--- src/rtl/meas_report_pkg.sv ---
// Shared constants, FSM state type and checksum helper for the measurement report UART.
// Latency: none (declarations only).
// Backpressure: not applicable.
package meas_report_pkg;

    localparam logic [7:0] FRAME_HDR = 8'hA5;
    localparam int         FRAME_LEN = 10;

    typedef enum logic [2:0] {
        IDLE,
        LOAD,
        SEND,
        WAIT,
        DONE
    } state_e;

    // Sum modulo 256 of every payload byte; the header is not covered.
    function automatic logic [7:0] frame_csum(
        input logic        flag,
        input logic [15:0] freq,
        input logic [31:0] pwr,
        input logic [7:0]  mod
    );
        return {7'b0, flag} + freq[15:8] + freq[7:0]
             + pwr[31:24] + pwr[23:16] + pwr[15:8] + pwr[7:0] + mod;
    endfunction

endpackage

--- src/rtl/meas_report_uart_tx_byte.sv ---
// 8N1 byte serialiser: start bit, 8 data bits LSB first, stop bit, each BAUD_DIV cycles.
// Latency: start bit appears on tx in the same cycle start is asserted (tx is decoded, not registered).
// Backpressure: caller must only pulse start while busy is low; done pulses in the last stop-bit cycle.
module uart_tx_byte #(
    parameter int BAUD_DIV = 434
) (
    input  logic       clk,
    input  logic       rst_n,
    input  logic       start,
    input  logic [7:0] data,
    output logic       tx,
    output logic       busy,
    output logic       done
);

    localparam int            BW        = $clog2(BAUD_DIV);
    localparam logic [BW-1:0] BAUD_LAST = BW'(BAUD_DIV - 1);

    logic          active_q, active_d;
    logic [3:0]    bit_q,    bit_d;
    logic [BW-1:0] baud_q,   baud_d;
    logic [7:0]    data_q,   data_d;

    // Bit/baud sequencing. The start cycle itself counts as the first cycle
    // of the start bit, so the baud counter is preloaded with 1.
    always_comb begin
        active_d = active_q;
        bit_d    = bit_q;
        baud_d   = baud_q;
        data_d   = data_q;
        done     = 1'b0;
        if (start) begin
            active_d = 1'b1;
            bit_d    = 4'd0;
            baud_d   = BW'(1);
            data_d   = data;
        end else if (active_q) begin
            if (baud_q == BAUD_LAST) begin
                baud_d = '0;
                if (bit_q == 4'd9) begin
                    active_d = 1'b0;
                    done     = 1'b1;
                end else begin
                    bit_d = bit_q + 4'd1;
                end
            end else begin
                baud_d = baud_q + BW'(1);
            end
        end
    end

    // Line level: idle high, start bit low, data LSB first, stop bit high.
    always_comb begin
        tx = 1'b1;
        if (start) begin
            tx = 1'b0;
        end else if (active_q) begin
            if (bit_q == 4'd0) begin
                tx = 1'b0;
            end else if (bit_q == 4'd9) begin
                tx = 1'b1;
            end else begin
                tx = data_q[3'(bit_q - 4'd1)];
            end
        end
    end

    assign busy = start | active_q;

    // Serialiser state registers; reset returns the line to idle at once.
    always_ff @(posedge clk or negedge rst_n) begin
        if (!rst_n) begin
            active_q <= 1'b0;
            bit_q    <= 4'd0;
            baud_q   <= '0;
            data_q   <= 8'd0;
        end else begin
            active_q <= active_d;
            bit_q    <= bit_d;
            baud_q   <= baud_d;
            data_q   <= data_d;
        end
    end

endmodule

--- src/rtl/meas_report_uart.sv ---
// Periodic / on-demand snapshot of measurement results sent as a 10-byte 8N1 UART frame.
// Latency: trigger in cycle n -> tx_busy at n+1, start bit at n+2; frame_done one cycle after last stop bit.
// Backpressure: one trigger while busy is held pending and starts the cycle after frame_done; more are dropped.
module meas_report_uart
    import meas_report_pkg::*;
#(
    parameter int REPORT_PERIOD = 5_000_000,
    parameter int BAUD_DIV      = 434
) (
    input  logic        clk,
    input  logic        rst_n,
    input  logic        report_req,
    input  logic        is_sine_wave,
    input  logic [15:0] freq_out,
    input  logic [31:0] papr,
    input  logic [7:0]  ma,
    output logic        uart_tx,
    output logic        tx_busy,
    output logic        frame_done
);

    localparam logic [31:0] PERIOD_LAST =
        (REPORT_PERIOD > 0) ? 32'(REPORT_PERIOD - 1) : 32'd0;

    state_e      state_q, state_d;
    logic [3:0]  idx_q,   idx_d;
    logic        pend_q,  pend_d;
    logic [31:0] period_q, period_d;
    logic        flag_q,  flag_d;
    logic [15:0] freq_q,  freq_d;
    logic [31:0] papr_q,  papr_d;
    logic [7:0]  ma_q,    ma_d;
    logic [7:0]  csum_q,  csum_d;

    logic        period_wrap;
    logic        trigger;
    logic        frame_active;
    logic        byte_start;
    logic        byte_busy;
    logic        byte_done;
    logic [7:0]  cur_byte;

    // Free-running report period counter; a zero period never wraps.
    always_comb begin
        period_d    = period_q;
        period_wrap = 1'b0;
        if (REPORT_PERIOD > 0) begin
            if (period_q == PERIOD_LAST) begin
                period_d    = 32'd0;
                period_wrap = 1'b1;
            end else begin
                period_d = period_q + 32'd1;
            end
        end
    end

    // A wrap and a request in the same cycle merge into one trigger.
    assign trigger      = period_wrap | report_req;
    assign frame_active = (state_q == LOAD) || (state_q == SEND) || (state_q == WAIT);
    assign tx_busy      = frame_active | byte_busy;
    assign frame_done   = (state_q == DONE);

    // Frame sequencing, pending-trigger capture and input snapshot.
    always_comb begin
        state_d    = state_q;
        idx_d      = idx_q;
        pend_d     = pend_q;
        flag_d     = flag_q;
        freq_d     = freq_q;
        papr_d     = papr_q;
        ma_d       = ma_q;
        csum_d     = csum_q;
        byte_start = 1'b0;

        if (trigger && frame_active) begin
            pend_d = 1'b1;
        end

        case (state_q)
            IDLE: begin
                if (trigger || pend_q) begin
                    state_d = LOAD;
                    pend_d  = 1'b0;
                end
            end
            LOAD: begin
                flag_d  = is_sine_wave;
                freq_d  = freq_out;
                papr_d  = papr;
                ma_d    = ma;
                csum_d  = frame_csum(is_sine_wave, freq_out, papr, ma);
                idx_d   = 4'd0;
                state_d = SEND;
            end
            SEND: begin
                byte_start = 1'b1;
                state_d    = WAIT;
            end
            WAIT: begin
                if (byte_done) begin
                    if (idx_q == 4'(FRAME_LEN - 1)) begin
                        state_d = DONE;
                    end else begin
                        idx_d   = idx_q + 4'd1;
                        state_d = SEND;
                    end
                end
            end
            DONE: begin
                // tx_busy is already low here, so a fresh trigger starts directly.
                if (pend_q || trigger) begin
                    state_d = LOAD;
                    pend_d  = 1'b0;
                end else begin
                    state_d = IDLE;
                end
            end
            default: state_d = IDLE;
        endcase
    end

    // Byte selection from the snapshot, in wire order.
    always_comb begin
        cur_byte = FRAME_HDR;
        case (idx_q)
            4'd0:    cur_byte = FRAME_HDR;
            4'd1:    cur_byte = {7'b0, flag_q};
            4'd2:    cur_byte = freq_q[15:8];
            4'd3:    cur_byte = freq_q[7:0];
            4'd4:    cur_byte = papr_q[31:24];
            4'd5:    cur_byte = papr_q[23:16];
            4'd6:    cur_byte = papr_q[15:8];
            4'd7:    cur_byte = papr_q[7:0];
            4'd8:    cur_byte = ma_q;
            4'd9:    cur_byte = csum_q;
            default: cur_byte = FRAME_HDR;
        endcase
    end

    uart_tx_byte #(
        .BAUD_DIV (BAUD_DIV)
    ) u_tx_byte (
        .clk   (clk),
        .rst_n (rst_n),
        .start (byte_start),
        .data  (cur_byte),
        .tx    (uart_tx),
        .busy  (byte_busy),
        .done  (byte_done)
    );

    // Control and snapshot registers; reset abandons any frame in flight.
    always_ff @(posedge clk or negedge rst_n) begin
        if (!rst_n) begin
            state_q  <= IDLE;
            idx_q    <= 4'd0;
            pend_q   <= 1'b0;
            period_q <= 32'd0;
            flag_q   <= 1'b0;
            freq_q   <= 16'd0;
            papr_q   <= 32'd0;
            ma_q     <= 8'd0;
            csum_q   <= 8'd0;
        end else begin
            state_q  <= state_d;
            idx_q    <= idx_d;
            pend_q   <= pend_d;
            period_q <= period_d;
            flag_q   <= flag_d;
            freq_q   <= freq_d;
            papr_q   <= papr_d;
            ma_q     <= ma_d;
            csum_q   <= csum_d;
        end
    end

endmodule
--- config.mk ---
export PLATFORM = sky130hd
export DESIGN_NAME = meas_report_uart
export DESIGN_NICKNAME = d
export VERILOG_FILES = /design/src/rtl/meas_report_pkg.sv /design/src/rtl/meas_report_uart_tx_byte.sv /design/src/rtl/meas_report_uart.sv
export SDC_FILE = /design/constraint.sdc
export NUM_CORES = 1
export LEC_CHECK = 0
export CORE_MARGIN = 8
export CORE_UTILIZATION = 55
export CTS_BUF_LIST = sky130_fd_sc_hd__clkbuf_8
export DETAILED_ROUTE_END_ITERATION = 8
export PLACE_DENSITY = 0.77
export SYNTH_ARGS = -nofsm -noshare
export SYNTH_HDL_FRONTEND = slang
export SYNTH_SLANG_ARGS = --single-unit
export TNS_END_PERCENT = 50
--- constraint.sdc ---
create_clock -name clk -period 2.35 [get_ports clk]
set_input_delay 0.47 -clock clk [delete_from_list [all_inputs] [get_ports clk]]
set_output_delay 0.47 -clock clk [all_outputs]
set_load 0.005 [all_outputs]
==> results by group, run 1 <==
Outcome
  • Status: finished with violations
  • Failing checks: setup timing

Synthesis
  • Synth top cells by count: 157 x nand2_1, 127 x dfrtp_1, 81 x inv_1
  • Adder-Cell Fraction of Synth Area: 12.3%
  • Mapped Cells: 762
  • Netlist Area Pre-Place: 0.00720 mm²
  • Synthesized net count: 873
  • Warnings from Yosys: 0
  • Syn avg cell area: 9.45 µm²
  • Ranking of synthesized cells by area: dfrtp_1 44%, fa_1 9.2%, nand2_1 8.2%, inv_1 4.2%, o21ai_0 3.8%
  • Distinct cell type count after synthesis: 57
  • Sequential area share after synthesis: 44.1%
  • Most frequent cell after synthesis: nand2_1
  • Top_reg_cell synth: dfrtp_1
  • Yosys reg bits: 127
  • Cell taking the most area after synthesis: dfrtp_1
  • Async set-reset flop share out of synthesis: 100%
  • Post-synth top area share: 44.1%
  • Synth Area in XOR/XNOR: 6.03%
  • EDFF count, synth: 0
  • Simple-Gate Fraction of Synth Area: 18.6%
  • Main combinational cell family by area after synthesis: simple AND/OR/NAND/NOR gates
  • Post-synthesis mux area share: 1.48%
  • Synth Area in Compound Gates: 11.6%

Worst setup path
  • Worst Path Required: 2.67 ns
  • RR Startpoint: idx_q[1]
  • Critical path arrival: 3.86 ns
  • Slowest stage delay, CP: 0.56 ns
  • Bufs and invs on worst path: 7
  • Crit start category: primary input
  • Crit-path cells: buf_6 > inv_4 > fa_1 > inv_2 > fa_2 > inv_2 > fa_2 > inv_2 > ha_4 > ha_4 > fa_2 > buf_4 > buf_6 > a21oi_4 > nor2_2 > nor3_2 > o21ai_1
  • CP Launch Point: papr[1]
  • Critical path's top delay family: adder cells
  • Slowest stage cell on the critical path: fa_1
  • Critical path class: primary input to flip-flop
  • Crit path max fanout: 2
  • Setup crit end kind: flip-flop

STA
  • Fin. Hold Viols: 0
  • Final worst path period need: 3.54 ns
  • Worst Tran Pin Value: 0.528 ns
  • Highest clock rate: 282 MHz
  • Fin crit share: 151%
  • Final setup vio count: 8
  • TNS Setup: -6.41 ns
  • Final Skew: 0.0122 ns
  • Post-route setup slack: -1.19 ns
  • Worst Hold Margin: 0.260 ns
  • Rel. slew slack: 63.9%
  • RSZ-0062 raised after global routing: yes
  • Max Slew Vio Count: 0

Floorplanning
  • Die Y: 130 µm
  • I/O pin total: 63
  • Row cnt: 42
  • Die Wd: 130 µm
  • Die area: 0.0170 mm²
  • Initial Util: 55.3%
  • Core area: 0.0130 mm²

Place
  • Pre-CTS setup slack: -2.06 ns
  • Port bufs: 62
  • HPWL after DPL: 12,500 µm
  • Routability-driven placement congestion ratio: 0.823

Power and ir drop
  • Internal: 0.00467 W
  • Sw Pwr: 0.00222 W
  • P per Cell Area: 772 mW/mm²
  • Seq pwr share: 34.5%
  • Comb pwr share: 40.4%
  • Pwr Total: 0.00690 W
  • Clock share of power: 25.2%
  • Switching portion of total power: 32.2%
  • Leak: 4.31 nW
  • Worst VDD drop: 0.529 mV

Detailed routing
  • DRC viols: 0
  • Iteration-0 DRC Markers: 456
  • Pre-antenna DRT Iters: 5
  • Post-route ant nets: 0
  • Detailed-route wire length: 17,200 µm
  • Via density: 5.52
  • Avg WL per Cell: 16.3 µm
  • Via count: 5,843

Global routing
  • Initial antenna violation count: 0
  • Vias in the first global route: 6,044
  • GRT Total Usage: 21.8%
  • First-pass GRT wire length: 28,800 µm
  • GR Overflow Total: 0
  • Pin count of the biggest net entering global routing: 51

Flow run
  • Max_cap viols: 0

CTS
  • CTS root buffer: clkbuf_8
  • CTS Buf Count: 17
  • CTS tree: built
  • Worst-path clk slew: 0.07 ns
  • Sink Count: 127
  • CTS HTree Levels: 4
  • Worst-skew pair later-pin latency: 0.44 ns
  • CTS Buffer Depth: 2

Hold path
  • Hold Crit Class: primary input to flip-flop
  • Hold Crit Start: papr[9]

Final layout
  • ANT cells: 0
  • Area occupied by multi-input gates: 0.00380 mm²
  • Share of layout cells above drive strength 1: 21.8%
  • Layout net count: 983
  • Fillcell total: 1,001
  • Reg area: 0.00318 mm²
  • Area Growth Syn to Fin: 24.1%
[what timing repair did]
action,in CTS,in global routing
pin swaps,41,44
gates cloned,0,0
hold buffers,1,0
buffers inserted,5,4
hold endpoints to repair,22,0
resized for setup,118,53
setup endpoints to repair,8,10
[flip-flops by register name, summed over array words and instances, names as in the netlist]
signal and cells:
freq_q 16, state_q 3, u_tx_byte.data_q 8, ma_q 8
u_tx_byte.baud_q 9, csum_q 8, flag_q 1, papr_q 32
pend_q 1, u_tx_byte.active_q 1, period_q 32, u_tx_byte.bit_q 4
idx_q 4
[worst paths after layout]
path / endpoint / slack (ns) / depth (start not counted)
setup reg to reg: u_tx_byte.data_q[4] / 0.20 / 7
setup / recovery: csum_q[5] / -1.19 / 17
hold / removal: papr_q[9] / 0.26 / 3
max in group asynchronous: period_q[30] / 1.22 / 3
min in group asynchronous: u_tx_byte.baud_q[3] / 0.50 / 2
hold reg to reg: period_q[31] / 0.48 / 1
[worst min-delay path, stage by stage]
cell,delay [ns]
clkbuf_2,0.10
nand2_1,0.05
nand2_1,0.05
[area by class of cell]
| type | instances | area share (%) |
|---|---|---|
| inverters | 82 | 3.56 |
| well taps | 176 | 2.46 |
| clock inverters | 11 | 1.15 |
| multi-input cells | 523 | 42.6 |
| clock buffers | 18 | 2.77 |
| flip-flops and latches | 127 | 35.6 |
| repair buffers | 121 | 11.9 |
[cells in the final DEF (no fill, tap or decap), drive strengths merged, types with 4 or more instances in the layout]
master / n
nand2: 157
dfrtp: 127
inv: 83
buf: 73
o21ai: 54
nor2: 43
fa: 33
xnor2: 30
clkbuf: 24
nand3: 21
clkdlybuf4s50: 18
ha: 18
xor2: 17
dlygate4sd2: 15
a21oi: 15
a22oi: 13
nand4: 11
and3: 11
nor3: 11
a22o: 9
clkinv: 8
nor4: 8
a221oi: 7
dlymetal6s2s: 7
mux2i: 5
nor2b: 4
o31ai: 4
and4: 4
[cell families after synthesis]
group           after synthesis
fa+ha+maj                    51
mux                           8
flops                       127
simple gates                289
buf+inv                     112
compound gates              127
xor+xnor                     48
[stage by stage]
step / std cells / instance area [µm²] / util (%)
after global placement: 1021 / 8410 / 64.5
final: 1058 / 8940 / 68.6
after detailed placement: 1021 / 8410 / 64.5
after CTS: 1055 / 8830 / 67.7
after floorplan: 762 / 7250 / -
after global routing: 1058 / 8940 / 68.6
[power groups by stage]
stage | Sequential (W) | Clock (W) | Combinational (W)
2_1_floorplan | 0.00239 | 0 | 0.00117
3_3_place_gp | 0.00241 | 0 | 0.00176
3_5_place_dp | 0.00241 | 0 | 0.00187
4_1_cts | 0.00237 | 0.00177 | 0.00222
5_1_grt | 0.00239 | 0.00188 | 0.00303
6_report | 0.00238 | 0.00173 | 0.00278
[per-layer routing]
layer / vias to the layer above / GRT usage (%) / part of all wire, %
met3: 28 / 4.22 / 4.3
met5: - / 0 / 0
met4: 0 / 9.72 / 1.8
met1: 2885 / 25.9 / 41
met2: 168 / 37.8 / 53
li1: 2762 / - / -
Note: power is estimated with default switching activity, not from simulation.
==> run 2, diff against run 1 <==
--- a/config.mk
+++ b/config.mk
@@ -10,6 +10,7 @@
 export CTS_BUF_LIST = sky130_fd_sc_hd__clkbuf_8
 export DETAILED_ROUTE_END_ITERATION = 8
 export PLACE_DENSITY = 0.77
+export SLEW_MARGIN = 20
 export SYNTH_ARGS = -nofsm -noshare
 export SYNTH_HDL_FRONTEND = slang
 export SYNTH_SLANG_ARGS = --single-unit
==> results of run 2 <==
The final DEF is identical to that of run 1; final timing and power are the same.
==> run 3, diff against run 2 <==
--- a/config.mk
+++ b/config.mk
@@ -9,7 +9,7 @@
 export CORE_UTILIZATION = 55
 export CTS_BUF_LIST = sky130_fd_sc_hd__clkbuf_8
 export DETAILED_ROUTE_END_ITERATION = 8
-export PLACE_DENSITY = 0.77
+export PLACE_DENSITY = 0.73
 export SLEW_MARGIN = 20
 export SYNTH_ARGS = -nofsm -noshare
 export SYNTH_HDL_FRONTEND = slang
==> results by group, run 3 (synthesis results as in run 1) <==
Outcome
  • Status: finished with violations
  • Failing checks: setup timing

Final layout
  • Share of layout cells above drive strength 1: 20.0%
  • Layout net count: 978
  • Design Area, Final: 0.00890 mm²
  • Largest regs: papr_q (32), period_q (32), freq_q (16)
  • ANT cells: 0
  • Area Growth Syn to Fin: 23.6%
  • Leading cell type in the layout, fill and taps excluded: nand2_1
  • Most frequent cells in the layout: 156 x nand2_1, 126 x dfrtp_1, 48 x o21ai_0, 48 x buf_4, 43 x inv_1

STA
  • Final worst path period need: 3.55 ns
  • Final Skew: 0.00898 ns
  • RSZ-0062 raised after global routing: yes
  • Final setup vio count: 8
  • Rel. slew slack: 61.8%
  • Fin. Hold Viols: 0
  • Post-route setup slack: -1.20 ns
  • Worst Hold Margin: 0.295 ns
  • Max Slew Vio Count: 0
  • Highest clock rate: 282 MHz
  • Worst Tran Pin Value: 0.568 ns
  • Fin crit share: 151%

Worst setup path
  • Critical path arrival: 3.86 ns
  • Slowest stage cell on the critical path: fa_2
  • RR Startpoint: idx_q[0]
  • Slowest stage delay, CP: 0.53 ns
  • Crit start category: primary input
  • Setup crit end kind: flip-flop
  • R2R Setup Slk: 0.19 ns
  • Crit path max fanout: 2
  • R2R depth: 6
  • Worst Path Required: 2.67 ns
  • Critical path class: primary input to flip-flop
  • Crit-path cells: clkdlybuf4s15_2 > inv_2 > fa_2 > inv_2 > fa_2 > inv_2 > fa_2 > inv_2 > ha_4 > ha_4 > fa_2 > a211oi_4 > o21bai_1 > a21oi_1 > xnor2_1 > o21ai_1
  • R2r endpoint: u_tx_byte.data_q[5]

Floorplanning
  • I/O pin total: 63
  • Core area: 0.0130 mm²
  • Die Wd: 130 µm
  • Initial Util: 55.3%
  • Die Y: 130 µm
  • Die area: 0.0170 mm²
  • Row cnt: 42

Detailed routing
  • DRC viols: 0
  • Iteration-0 DRC Markers: 419
  • Via count: 5,714
  • M1 wire length: 7300 µm
  • Routed length on met3: 742 µm
  • DR WL met2: 8590 µm
  • Detailed-route wire length: 16,900 µm
  • Via density: 5.42
  • Pre-antenna DRT Iters: 5
  • Avg WL per Cell: 16.0 µm
  • Post-route ant nets: 0
  • Top sig layer: met4

Power and ir drop
  • Leak: 4.26 nW
  • Worst VDD drop: 0.641 mV
  • P per Cell Area: 746 mW/mm²

Flow run
  • Max_cap viols: 0

CTS
  • CTS HTree Levels: 4
  • CTS tree: built
  • Worst-skew pair later-pin latency: 0.44 ns
  • CTS root buffer: clkbuf_8
  • CTS Buf Count: 17
  • Worst-path clk slew: 0.07 ns
  • CTS Buffer Depth: 2
  • Sink Count: 127

Global routing
  • Vias in the first global route: 5,938
  • GR Overflow Total: 0
  • Pin count of the biggest net entering global routing: 56
  • First-pass GRT wire length: 28,100 µm
  • GRT Total Usage: 21.1%
  • Initial antenna violation count: 0

Place
  • DP Area: 0.00837 mm²
  • Routability-driven placement congestion ratio: 0.796
  • Port bufs: 62
  • HPWL after DPL: 12,200 µm
  • Pre-CTS setup slack: -2.08 ns

Hold path
  • Hold Crit Start: papr[26]
  • Worst hold stages: 3
  • Hold endpoint: papr_q[26]
  • Hold Crit Class: primary input to flip-flop
==> run 3: timing repair <==
| action | CTS | global route |
|---|---|---|
| endpoints found under the hold margin | 29 | 0 |
| setup endpoints to repair | 8 | 10 |
| resized for setup | 100 | 36 |
| pin swaps | 30 | 32 |
| hold buffers | 1 | 0 |
| buffers inserted | 3 | 4 |
==> run 3: area by class of cell <==
class,count,area (µm²)
fillers,1065,4130
multi-input cells,523,3760
inverters,82,318
well taps,176,220
clock inverters,11,119
clock buffers,19,262
repair buffers,116,1040
flip-flops and latches,127,3180
==> run 3: routing by layer <==
layer | vias up | global-route usage, %
met2 | 143 | 37.0
met1 | 2791 | 25.5
met4 | 0 | 5.67
li1 | 2751 | -
met3 | 29 | 4.99
met5 | - | 0
==> run 3: worst max-delay path: cells and delay by family <==
family	cells	cell delay, ns
adders and majority gates	6	2.38
AOI/OAI and AO/OA	4	0.56
buffers and inverters	5	0.34
xor gates and xnor gates	1	0.13
==> run 3: worst max-delay path by stage <==
stage / slack, ns / endpoint / start
after global placement: -2.01 / csum_q[7] / papr[26]
final: -1.20 / csum_q[7] / freq_out[1]
after global routing: -1.29 / csum_q[7] / papr[25]
after CTS: -1.28 / csum_q[7] / freq_out[10]
after floorplan: -1.34 / csum_q[7] / papr[26]
after detailed placement: -2.08 / csum_q[7] / papr[26]
==> run 3: report_power, final <==
group          leakage, nW  switching, W  total [W]  internal (W)
Clock                0.179      0.000860    0.00184      0.000976
Combinational         2.53       0.00114    0.00243       0.00129
Sequential            1.56     0.0000697    0.00237       0.00230
==> run 3: per-stage QoR <==
step           cells  total power [W]  setup TNS (ns)  utilization (%)
3_3_place_gp    1016          0.00415          -12.29             64.2
4_1_cts         1050          0.00639           -6.97             67.8
2_1_floorplan    762          0.00356           -7.16                -
5_1_grt         1054          0.00704           -7.31             68.3
3_5_place_dp    1016          0.00422          -12.82             64.2
6_report        1054          0.00664           -6.77             68.3
